--- src/rtl/fetch_queue_pkg.sv ---
// Shared types and constants for the two-wide fetch queue.
package fetch_queue_pkg;

  localparam int FETCH_QUEUE_DEPTH = 8;

  typedef struct packed {
    logic [31:0] addr;
    logic [31:0] instr;
    logic        pred_taken;
    logic [31:0] pred_target;
  } fetch_entry_t;

  function automatic logic [1:0] popcount2(input logic [1:0] v);
    return {1'b0, v[0]} + {1'b0, v[1]};
  endfunction

endpackage

--- src/rtl/fetch_queue.sv ---
// Two-wide show-ahead instruction buffer between fetch and decode.
// Optional perf counters are compiled in when FETCH_QUEUE_PERF_EN is defined.
module fetch_queue
  import fetch_queue_pkg::*;
#(
  parameter int ADDR_WIDTH = 32,
  parameter int DATA_WIDTH = 32,
  parameter int DEPTH      = FETCH_QUEUE_DEPTH
) (
  input  logic                      clk,
  input  logic                      rst,
  input  logic                      flush,
  input  logic [1:0]                in_valid,
  input  logic [ADDR_WIDTH-1:0]     in_addr_0,
  input  logic [ADDR_WIDTH-1:0]     in_addr_1,
  input  logic [DATA_WIDTH-1:0]     in_instr_0,
  input  logic [DATA_WIDTH-1:0]     in_instr_1,
  input  logic                      in_pred_taken_0,
  input  logic                      in_pred_taken_1,
  input  logic [ADDR_WIDTH-1:0]     in_pred_target_0,
  input  logic [ADDR_WIDTH-1:0]     in_pred_target_1,
  output logic                      fetch_stall,
  input  logic                      deq_ready,
  output logic [1:0]                out_valid,
  output logic [ADDR_WIDTH-1:0]     out_addr_0,
  output logic [ADDR_WIDTH-1:0]     out_addr_1,
  output logic [DATA_WIDTH-1:0]     out_instr_0,
  output logic [DATA_WIDTH-1:0]     out_instr_1,
  output logic                      out_pred_taken_0,
  output logic                      out_pred_taken_1,
  output logic [ADDR_WIDTH-1:0]     out_pred_target_0,
  output logic [ADDR_WIDTH-1:0]     out_pred_target_1,
  output logic [$clog2(DEPTH):0]    count
`ifdef FETCH_QUEUE_PERF_EN
  ,
  output logic [31:0]               perf_stall_cycles,
  output logic [31:0]               perf_empty_cycles
`endif
);

  localparam int PW = $clog2(DEPTH);
  localparam int CW = PW + 1;
  localparam logic [CW-1:0] DEPTH_C = CW'(DEPTH);

  typedef struct packed {
    logic [ADDR_WIDTH-1:0] addr;
    logic [DATA_WIDTH-1:0] instr;
    logic                  pred_taken;
    logic [ADDR_WIDTH-1:0] pred_target;
  } entry_t;

  entry_t        mem [DEPTH];
  entry_t        slot0, slot1, head_e0, head_e1;
  logic [PW-1:0] head, tail, head_nxt1, tail_nxt1;
  logic [1:0]    enq_n, deq_n;

  assign slot0 = '{addr: in_addr_0, instr: in_instr_0,
                   pred_taken: in_pred_taken_0, pred_target: in_pred_target_0};
  assign slot1 = '{addr: in_addr_1, instr: in_instr_1,
                   pred_taken: in_pred_taken_1, pred_target: in_pred_target_1};

  // Stall depends on registered occupancy only, so fetch sees no combinational loop.
  assign fetch_stall = (DEPTH_C - count) < CW'(2);

  always_comb begin
    enq_n = 2'd0;
    if (!fetch_stall && !flush) begin
      case (in_valid)
        2'b01:   enq_n = 2'd1;
        2'b11:   enq_n = 2'd2;
        default: enq_n = 2'd0;
      endcase
    end
  end

  assign out_valid = {count >= CW'(2), count >= CW'(1)};
  assign deq_n     = (deq_ready && !flush) ? popcount2(out_valid) : 2'd0;
  assign head_nxt1 = head + PW'(1);
  assign tail_nxt1 = tail + PW'(1);

  always_ff @(posedge clk or negedge rst) begin
    if (!rst) begin
      head  <= '0;
      tail  <= '0;
      count <= '0;
    end else if (flush) begin
      head  <= '0;
      tail  <= '0;
      count <= '0;
    end else begin
      head  <= head + PW'(deq_n);
      tail  <= tail + PW'(enq_n);
      count <= count + CW'(enq_n) - CW'(deq_n);
    end
  end

  // Payload storage carries no reset; validity comes from count alone.
  always_ff @(posedge clk) begin
    if (enq_n != 2'd0) mem[tail] <= slot0;
    if (enq_n == 2'd2) mem[tail_nxt1] <= slot1;
  end

  assign head_e0 = mem[head];
  assign head_e1 = mem[head_nxt1];

  assign out_addr_0        = head_e0.addr;
  assign out_instr_0       = head_e0.instr;
  assign out_pred_taken_0  = head_e0.pred_taken;
  assign out_pred_target_0 = head_e0.pred_target;
  assign out_addr_1        = head_e1.addr;
  assign out_instr_1       = head_e1.instr;
  assign out_pred_taken_1  = head_e1.pred_taken;
  assign out_pred_target_1 = head_e1.pred_target;

`ifdef FETCH_QUEUE_PERF_EN
  function automatic logic [31:0] sat_inc(input logic [31:0] v);
    return (&v) ? v : v + 32'd1;
  endfunction

  // Counters survive flush so they measure whole-run behaviour.
  always_ff @(posedge clk or negedge rst) begin
    if (!rst) begin
      perf_stall_cycles <= '0;
      perf_empty_cycles <= '0;
    end else begin
      if (fetch_stall)         perf_stall_cycles <= sat_inc(perf_stall_cycles);
      if (out_valid == 2'b00)  perf_empty_cycles <= sat_inc(perf_empty_cycles);
    end
  end
`endif

endmodule

--- config.mk ---
export PLATFORM = sky130hd
export DESIGN_NAME = fetch_queue
export DESIGN_NICKNAME = d
export VERILOG_FILES = /design/src/rtl/fetch_queue_pkg.sv /design/src/rtl/fetch_queue.sv
export SDC_FILE = /design/constraint.sdc
export NUM_CORES = 2
export LEC_CHECK = 0
export ABC_AREA = 0
export BUFFER_PORTS_ARGS = -buffer_cell sky130_fd_sc_hd__buf_4
export CAP_MARGIN = 0
export CORE_ASPECT_RATIO = 1.75
export CORE_UTILIZATION = 45
export CTS_BUF_LIST = sky130_fd_sc_hd__clkbuf_4 sky130_fd_sc_hd__clkbuf_8
export DETAILED_ROUTE_END_ITERATION = 12
export GPL_TIMING_DRIVEN = 0
export PLACE_DENSITY = 0.65
export REMOVE_ABC_BUFFERS = 1
export SYNTH_ARGS = -nofsm -noshare
export SYNTH_HDL_FRONTEND = slang
export SYNTH_SLANG_ARGS = --single-unit
export TNS_END_PERCENT = 20
--- constraint.sdc ---
create_clock -name clk -period 5.95 [get_ports clk]
set_input_delay 0.8925 -clock clk [delete_from_list [all_inputs] [get_ports clk]]
set_output_delay 0.8925 -clock clk [all_outputs]
set_load 0.01 [all_outputs]
==> summary.txt <==
Die
  – Core Region: 99400 sq um
  – Die area: 101000 sq um
  – Initial core utilization: 45.3%
  – Row cnt: 153
  – Die extent in x: 241 um
  – Chip height: 421 um
  – Boundary Pins: 401

Finish
  – Commonest non-fill, non-tap cells in the layout: 776 x edfxtp_1, 748 x mux2_2, 400 x buf_4
  – Final Net Count: 3118
  – Commonest non-fill, non-tap cell in the layout: edfxtp_1
  – Layout cells sized above 1: 63.0%
  – Area grow syn2layout: 20.5%

Timing
  – Fmax: 184 MHz
  – Slew headroom: 36.8%
  – Min cycle time layout: 5450 ps
  – Hold Vio Cnt, Final: 0
  – Final number of setup-violating endpoints: 0
  – Setup TNS Final: 0 ps
  – Fin Clk Skew: 31.3 ps
  – Final Max Tran Viols: 0
  – RSZ-0062 raised after global routing: no
  – Worst Tran Pin Value: 946 ps
  – Period utilisation layout: 91.6%

Setup path
  – WP data required: 5060 ps
  – Reg-to-Reg Start: count[1]
  – Slowest CP cell: dfrtp_4
  – WP data arrival: 4560 ps
  – R2R setup slack: 1930 ps
  – Crit path kind: reg -> out
  – Crit. End Element: output port
  – Slowest cell delay on critical path: 1000 ps
  – Worst R2R Path Depth: 13
  – Worst path cell trace: buf_16 -> ha_4 -> buf_16 -> buf_16 -> mux4_2 -> mux2_2 -> buf_4
  – Worst setup SP type: flip-flop
  – CP Max Fanout: 48
  – Worst path most repeated cell: buf_16
  – Reg2Reg Capture Point: count[3]

CTS
  – # clock sinks: 786
  – Worst skew pair latency: 830 ps
  – CTS tree: built
  – H-tree Lvls: 3
  – TritonCTS Buffers: 119
  – Worst-path clk slew: 70 ps
  – Root buffer cell: clkbuf_8
  – CTS Buffer Depth: 3

Pwr
  – Clock share of power: 23.1%
  – Seq pwr share: 33.2%
  – Sw power: 6.49 mW
  – Pwr Total: 20.1 mW
  – Combinational power share: 43.7%
  – Leak: 17.8 nW
  – Switching share of total power: 32.4%
  – P_int: 13.6 mW
  – VDD IR max: 0.352 mV
  – Pwr dens: 370 nW/um^2

Worst hold path
  – Hold wc startpoint: flush
  – HP Class: in -> reg
  – WHS Endpoint: count[2]
  – Hold depth: 2

Logic synthesis
  – Yosys warns: 0
  – Netlist cell types: 39
  – Mapped Area: 45000 sq um
  – Syn avg cell area: 18.4 sq um
  – Seq/Total Area, Yosys: 52.3%
  – Seq cells post-synth: 786
  – Synth Instances: 2446

GRT
  – Total grt overflow: 0
  – Initial antenna violation count: 16
  – Total track usage: 26.7%
  – Largest net degree at the start of global routing: 59
  – Number of global-route vias before repair: 29900
  – First-pass GRT wire length: 195 mm

Detailed routing
  – Vias/cell: 6.19
  – DRT antenna net count: 0
  – Violation count after the first detailed-route iteration: 1594
  – DR DRC count: 0
  – Drt pass-1 iters: 5
  – WL final: 134 mm
  – WL per Instance: 31.0 um
  – Vias: 26800

Placement
  – Post-DP HPWL: 88.3 mm
  – I/O Buffers: 400
  – Gp weighted congestion: 0.769

Job
  – Max cap viols: 0

Status
  – Outcome: finished, final reports clean
[cells in the mapped netlist, drive strengths merged]
cell	number	area, sq um
or3	1	6.26
nand3	10	70.1
and2	2	17.5
xnor2	4	35.0
a21oi	8	40.0
inv	12	45.0
o21ba	1	10.0
and3b	2	17.5
xor2	3	26.3
nand3b	1	7.51
nand2b	1	6.26
buf	142	836
dlygate4sd1	1	8.76
mux4	388	8740
nor2b	6	37.5
nor3	5	45.0
mux2	970	10900
and4b	1	10.0
or3b	1	8.76
o21ai	1	8.76
edfxtp	776	23300
nor2	12	45.0
and4bb	1	12.5
o21a	1	7.51
fa	4	80.1
nand2	14	52.6
dfrtp	10	250
a21o	1	7.51
ha	13	163
nor3b	2	15.0
a32oi	1	8.76
or4b	1	13.8
clkbuf	50	188
[per-layer routing]
metal	track usage, %	vias to the layer above	part of all wire [%]
met5	0	-	0.10
met4	8.88	20	2.7
met3	6.08	246	6.9
met2	46.5	936	52
met1	32.3	14300	38
li1	-	11200	-
[worst max-delay path by stage]
stage | start | to | slack, ps | depth (start not counted)
after floorplan | head[0] | out_addr_1[0] | -12290 | 3
after global placement | head[0] | out_pred_target_1[1] | -24750 | 4
after detailed placement | head[0] | out_pred_target_1[29] | 1260 | 7
after CTS | head[0] | out_pred_target_1[29] | 320 | 7
after global routing | head[0] | out_pred_target_1[29] | 260 | 7
final | head[0] | out_pred_target_1[29] | 500 | 7
[worst max-delay path: cells and delay by family (launching register included)]
family                     cells  cell delay [ps]
buffers and inverters          4             1160
DFF                            1             1000
adders and majority gates      1              730
muxes                          2              690
[what timing repair did]
| action | in CTS | in global routing |
|---|---|---|
| buffers inserted | 0 | 0 |
| hold buffers | 1 | 0 |
| hold endpoints to repair | 10 | 0 |
| gates resized for setup | 0 | 0 |
[power groups by stage]
| stage | registers, mW | logic, mW | clock network [mW] |
|---|---|---|---|
| finish | 6.67 | 8.76 | 4.64 |
| global placement | 7.32 | 7.26 | 0 |
| global route | 6.70 | 9.29 | 4.95 |
| detailed placement | 6.79 | 8.83 | 0 |
| CTS | 6.67 | 8.87 | 4.74 |
| floorplan | 7.14 | 5.51 | 0 |
[logic make-up after synthesis]
group                      after synthesis  synth area share [%]
AOI/OAI and AO/OA                       13                 0.183
xor gates and xnor gates                 7                 0.136
adders and majority gates               17                 0.539
buffers and inverters                  205                  2.39
DFF                                    786                  52.3
muxes                                 1358                  43.7
and+or+nand+nor                         60                 0.811
[registers in the layout, indices dropped and copies added (netlist names)]
name / count
mem: 776
count: 4
head: 3
tail: 3
[through the flow]
stage | cell area, sq um | std cells | utilization, % | hold slack [ps] | worst slack [ps]
after floorplan | 44000 | 2253 | - | 597 | -12290
after global routing | 54300 | 4320 | 54.6 | 306 | 258
after CTS | 54200 | 4315 | 54.6 | 254 | 319
after global placement | 48700 | 3970 | 49.0 | 681 | -24750
final | 54300 | 4322 | 54.6 | 332 | 502
after detailed placement | 51800 | 4096 | 52.2 | 720 | 1260
[cell type report]
class,count,area (sq um)
flip-flops and latches,786,23600
diodes,7,17.5
multi-input cells,1455,20600
inverters,12,45.0
clock buffers,174,2080
repair buffers,527,5990
well taps,1317,1650
clock inverters,44,332
fillers,7783,45100
Power figures use the tool's default switching activity.
